==> config.mk <==
export PLATFORM = sky130hd
export DESIGN_NAME = debounce_multi
export DESIGN_NICKNAME = d
export VERILOG_FILES = /design/src/rtl/debounce_multi.sv
export SDC_FILE = /design/constraint.sdc
export NUM_CORES = 1
export LEC_CHECK = 0
export BUFFER_PORTS_ARGS = -buffer_cell sky130_fd_sc_hd__buf_2
export CAP_MARGIN = 20
export CORE_MARGIN = 3
export CORE_UTILIZATION = 48
export DETAILED_ROUTE_END_ITERATION = 16
export HOLD_SLACK_MARGIN = 0.08
export PLACE_DENSITY = 0.68
export SKIP_LAST_GASP = 1
export SLEW_MARGIN = 20
export SYNTH_ARGS = -nofsm -noshare
export SYNTH_HDL_FRONTEND = slang
export SYNTH_SLANG_ARGS = --single-unit
==> constraint.sdc <==
create_clock -name clk -period 2.5 [get_ports clk]
set_input_delay 0.375 -clock clk [delete_from_list [all_inputs] [get_ports clk]]
set_output_delay 0.375 -clock clk [all_outputs]
set_load 0.01 [all_outputs]
==> src/rtl/debounce_multi.sv <==
`default_nettype none
// ============================================================================
//  Module      : debounce_multi
//  Description : N-channel button debouncer with a tick-paced stability
//                counter, rise/fall pulses and optional auto-repeat press.
//  Revision    : 1.0 - initial release
// ============================================================================
module debounce_multi #(
    parameter int N            = 4,
    parameter int STABLE_TICKS = 4,
    parameter int REPEAT_EN    = 1,
    parameter int HOLD_TICKS   = 10,
    parameter int REPEAT_TICKS = 3
) (
    input  logic         clk,
    input  logic         reset,
    input  logic         tick,
    input  logic [N-1:0] in,
    output logic [N-1:0] level,
    output logic [N-1:0] rise,
    output logic [N-1:0] fall,
    output logic [N-1:0] press
);

    localparam int CW   = $clog2(STABLE_TICKS) + 1;
    localparam int HMAX = (HOLD_TICKS > REPEAT_TICKS) ? HOLD_TICKS : REPEAT_TICKS;
    localparam int HW   = $clog2(HMAX) + 1;

    localparam logic [CW-1:0] C_CNT_LAST = CW'(STABLE_TICKS - 1);
    localparam logic [HW-1:0] C_HOLD     = HW'(HOLD_TICKS);
    localparam logic [HW-1:0] C_RPT      = HW'(REPEAT_TICKS);

    logic [N-1:0]  sync1_q, sync2_q;
    logic [CW-1:0] cnt_q  [N];
    logic [CW-1:0] cnt_d  [N];
    logic [HW-1:0] hcnt_q [N];
    logic [HW-1:0] hcnt_d [N];
    logic [N-1:0]  phase_q, phase_d;
    logic [N-1:0]  level_q, level_d;
    logic [N-1:0]  rise_q, rise_d;
    logic [N-1:0]  fall_q, fall_d;
    logic [N-1:0]  press_q, press_d;

    always_comb begin
        cnt_d   = cnt_q;
        hcnt_d  = hcnt_q;
        phase_d = phase_q;
        level_d = level_q;
        rise_d  = '0;
        fall_d  = '0;
        press_d = '0;
        for (int i = 0; i < N; i++) begin
            if (tick) begin
                if (sync2_q[i] == level_q[i]) begin
                    cnt_d[i] = '0;
                end else if (cnt_q[i] < C_CNT_LAST) begin
                    cnt_d[i] = cnt_q[i] + CW'(1);
                end else begin
                    level_d[i] = sync2_q[i];
                    cnt_d[i]   = '0;
                    rise_d[i]  = sync2_q[i];
                    fall_d[i]  = ~sync2_q[i];
                end

                // Hold counter restarts on every press; phase selects the
                // initial hold delay versus the shorter repeat interval.
                if (rise_d[i]) begin
                    hcnt_d[i]  = '0;
                    phase_d[i] = 1'b0;
                    press_d[i] = 1'b1;
                end else if (fall_d[i] || !level_q[i]) begin
                    hcnt_d[i]  = '0;
                    phase_d[i] = 1'b0;
                end else if ((hcnt_q[i] + HW'(1)) == (phase_q[i] ? C_RPT : C_HOLD)) begin
                    hcnt_d[i]  = '0;
                    phase_d[i] = 1'b1;
                    press_d[i] = 1'b1;
                end else begin
                    hcnt_d[i]  = hcnt_q[i] + HW'(1);
                end
            end
        end
        if (REPEAT_EN == 0) begin
            press_d = rise_d;
        end
    end

    always_ff @(posedge clk) begin
        if (reset) begin
            sync1_q <= '0;
            sync2_q <= '0;
            phase_q <= '0;
            level_q <= '0;
            rise_q  <= '0;
            fall_q  <= '0;
            press_q <= '0;
            for (int i = 0; i < N; i++) begin
                cnt_q[i]  <= '0;
                hcnt_q[i] <= '0;
            end
        end else begin
            sync1_q <= in;
            sync2_q <= sync1_q;
            phase_q <= phase_d;
            level_q <= level_d;
            rise_q  <= rise_d;
            fall_q  <= fall_d;
            press_q <= press_d;
            for (int i = 0; i < N; i++) begin
                cnt_q[i]  <= cnt_d[i];
                hcnt_q[i] <= hcnt_d[i];
            end
        end
    end

    assign level = level_q;
    assign rise  = rise_q;
    assign fall  = fall_q;
    assign press = press_q;

endmodule
`default_nettype wire

==> results.yml <==
status:
  status: "complete, no violations"
critical_path:
  reg2reg_to: "hcnt_q[10]$_SDFFE_PP0P_"
  cp.required_ps: 2710
  reg2reg_depth: 5
  arrival_ps: 1930
  crit_chain: "ha_1 -> nand3_2 -> a221oi_2 -> a21boi_2 -> o32ai_1"
  regToRegSetupSlack_ps: 770
  critPathMaxStageDelay_ps: 440
  timing_worst_setup_path_type: "flop to flop"
  critPathLaunch: "hcnt_q[10]$_SDFFE_PP0P_"
  timing.rr.start: "hcnt_q[10]$_SDFFE_PP0P_"
  endpoint_kind: "flop"
  crit_fanout: 7
  crit_path_start_kind: "flop"
  critPathSlowestCell: "dfxtp_1"
global_route:
  overflow: 0
  use_met2: 0.284
  track_usage: 0.178
  top_usage_layer: "met2"
  antenna_found_initial: 0
  use_met3: 0.0355
  grt_use_met1: 0.231
  grt_max_degree: 31
  grt_pass1_vias: 2227
  grt_pass1_wl_mm: 10.3
routing:
  avgViaCountPerCell: 5.79
  drc: 0
  drt_iter0_drc: 180
  antenna_left: 0
  routed_wl_mm: 5.90
  vias: 2413
  dr.pass1.iters: 4
  wire_per_inst_um: 14.2
sta:
  tightest_slew_ps: 691
  setup_ws_ps: 773
  setup_viol: 0
  drv_slew: 0
  maxSlewHeadroom: 0.539
  fin_skew_ps: 5.65
  hold_violations: 0
  fmax_mhz: 579
  fin_crit_ps: 1730
  grt_setup_unrepaired: "no"
  fin_crit_sh: 0.691
  holdWs_ps: 245
  setup_tns_ps: 0
cts:
  holdBufCountCts: 0
  clockBufferDepth: 2
  htree_num_levels: 3
  postCtsSetupBuffers: 0
  root_buffer: "clkbuf_8"
  clock_latency_ps: 330
  cts_sinks: 60
  cts_resized: 0
  cts_tree: "built"
  path_clk_slew_ps: 60
  numCtsBuffers: 9
floorplanning:
  io-pin-count: 23
  dieArea_um2: 7030
  rows: 27
  die_x_um: 83.9
  core_area_um2: 5680
  start_util: 0.513
  die_h_um: 83.9
logic_synthesis:
  synth_commonest_cells: "dfxtp_1, nand2_1, a21oi_1"
  synthArstFlopShare: 0
  yosysTopAreaCell: "dfxtp_1"
  synth_top_area_frac: 0.413
  ys_seq_elements: 60
  syn_area_um2: 2910
  post-synth-top-count-cell: "dfxtp_1"
  ys_warn_count: 0
  synth-edff-count: 0
  synth_flop_cell: "dfxtp_1"
  ys_types: 57
  syn_avg_cell_area_um2: 9.06
  synthTopCellsByArea: "dfxtp_1, a21oi_1, nand2_1"
  yosysSeqAreaShare: 0.413
  syn-num-nets: 336
  syn_inst: 321
flow_run:
  maxCapViolations: 0
hold_path:
  hold_end: "sync1_q[2]$_SDFF_PP0_"
  holdCritStartpoint: "in[2]"
  worstHoldPathCells: 2
  hold_path.class: "primary input to flop"
placed_design:
  dpl.hpwl_mm: 4.04
  numPlacedInstances: 401
  pre_cts_slack_ps: 638
  io_buffers: 22
  gp_congestion: 0.783
layout:
  area_growth_pct: 11.5
  drive_gt1_frac: 0.186
  n_antenna_cell: 0
  instances_no_fill: 417
  fin_nets: 355
  fin_util: 0.571
pwr:
  p_per_area_nw_per_um2: 591
  ir_drop_mv: 0.422
  p_leak_uw: 0.00116
## routing by layer
layer | vias to the layer above | routed length [um]
li1 | 1237 | -
met1 | 1130 | 2870
met2 | 38 | 2740
met3 | 8 | 190
met4 | 0 | 104
met5 | - | 0
## registers in the layout, summed over array words and instances (netlist names)
| register | flops |
|---|---|
| cnt_q | 12 |
| fall | 4 |
| hcnt_q | 20 |
| level | 4 |
| phase_q | 4 |
| press | 4 |
| rise | 4 |
| sync1_q | 4 |
| sync2_q | 4 |
## final cells by class
| type | count | area (um^2) |
|---|---|---|
| timing repair buffer | 27 | 148 |
| multi-input combinational | 231 | 1560 |
| fill | 506 | 2430 |
| clock buffer | 12 | 155 |
| inverter | 11 | 41.3 |
| sequential | 60 | 1200 |
| tap | 72 | 90.1 |
| clock inverter | 4 | 47.5 |
## worst max path at each step
stage | slack [ps] | end | cells after the start
6_report | 770 | hcnt_q[10]$_SDFFE_PP0P_ | 5
2_1_floorplan | 1000 | hcnt_q[0]$_SDFFE_PP0P_ | 5
3_3_place_gp | 680 | press[0]$_SDFF_PP0_ | 6
4_1_cts | 780 | hcnt_q[10]$_SDFFE_PP0P_ | 5
3_5_place_dp | 640 | hcnt_q[5]$_SDFFE_PP0P_ | 6
5_1_grt | 640 | hcnt_q[10]$_SDFFE_PP0P_ | 5
## placed cells by master (no fill, tap or decap), types with 5 or more instances in the layout
master     n
inv_1     11
o211ai_1   8
buf_2     22
clkbuf_8  11
nand2_1   34
nor2b_1    8
nand3_1   10
nor2_1     9
xnor2_1    9
buf_4      5
dfxtp_1   60
ha_1       8
nor4b_1    5
nor3b_1    5
nand4_1    8
o21ai_0   14
nand2b_1   5
a21oi_1   26
or3_1      6
## power breakdown
part | internal [uW] | switching [uW] | total [uW]
registers | 964 | 8.22 | 972
logic | 20.9 | 45.4 | 66.3
clock network | 511 | 366 | 877
total | 1500 | 420 | 1920
## metrics by stage
step / power [uW] / instance area (um^2)
after floorplan: 1040 / 2910
after global placement: 1060 / 3040
after detailed placement: 1060 / 3040
after CTS: 1930 / 3240
after global routing: 1990 / 3240
final: 1920 / 3240
## critical path, delay by kind of cell (launching register included)
family | cells | cell delay, ps
compound gates | 3 | 750
fa+ha+maj | 1 | 280
flops | 1 | 440
simple gates | 1 | 120
## cell families after synthesis
kind of cell,synth area share
flip-flops,0.413
AND/OR/NAND/NOR,0.212
buffers and inverters,0.0507
multiplexers,0.00903
XOR/XNOR,0.0271
AO/OA/AOI/OAI,0.253
adder cells (fa/ha/maj),0.0344
No activity file was read; power rests on OpenSTA's default activity.
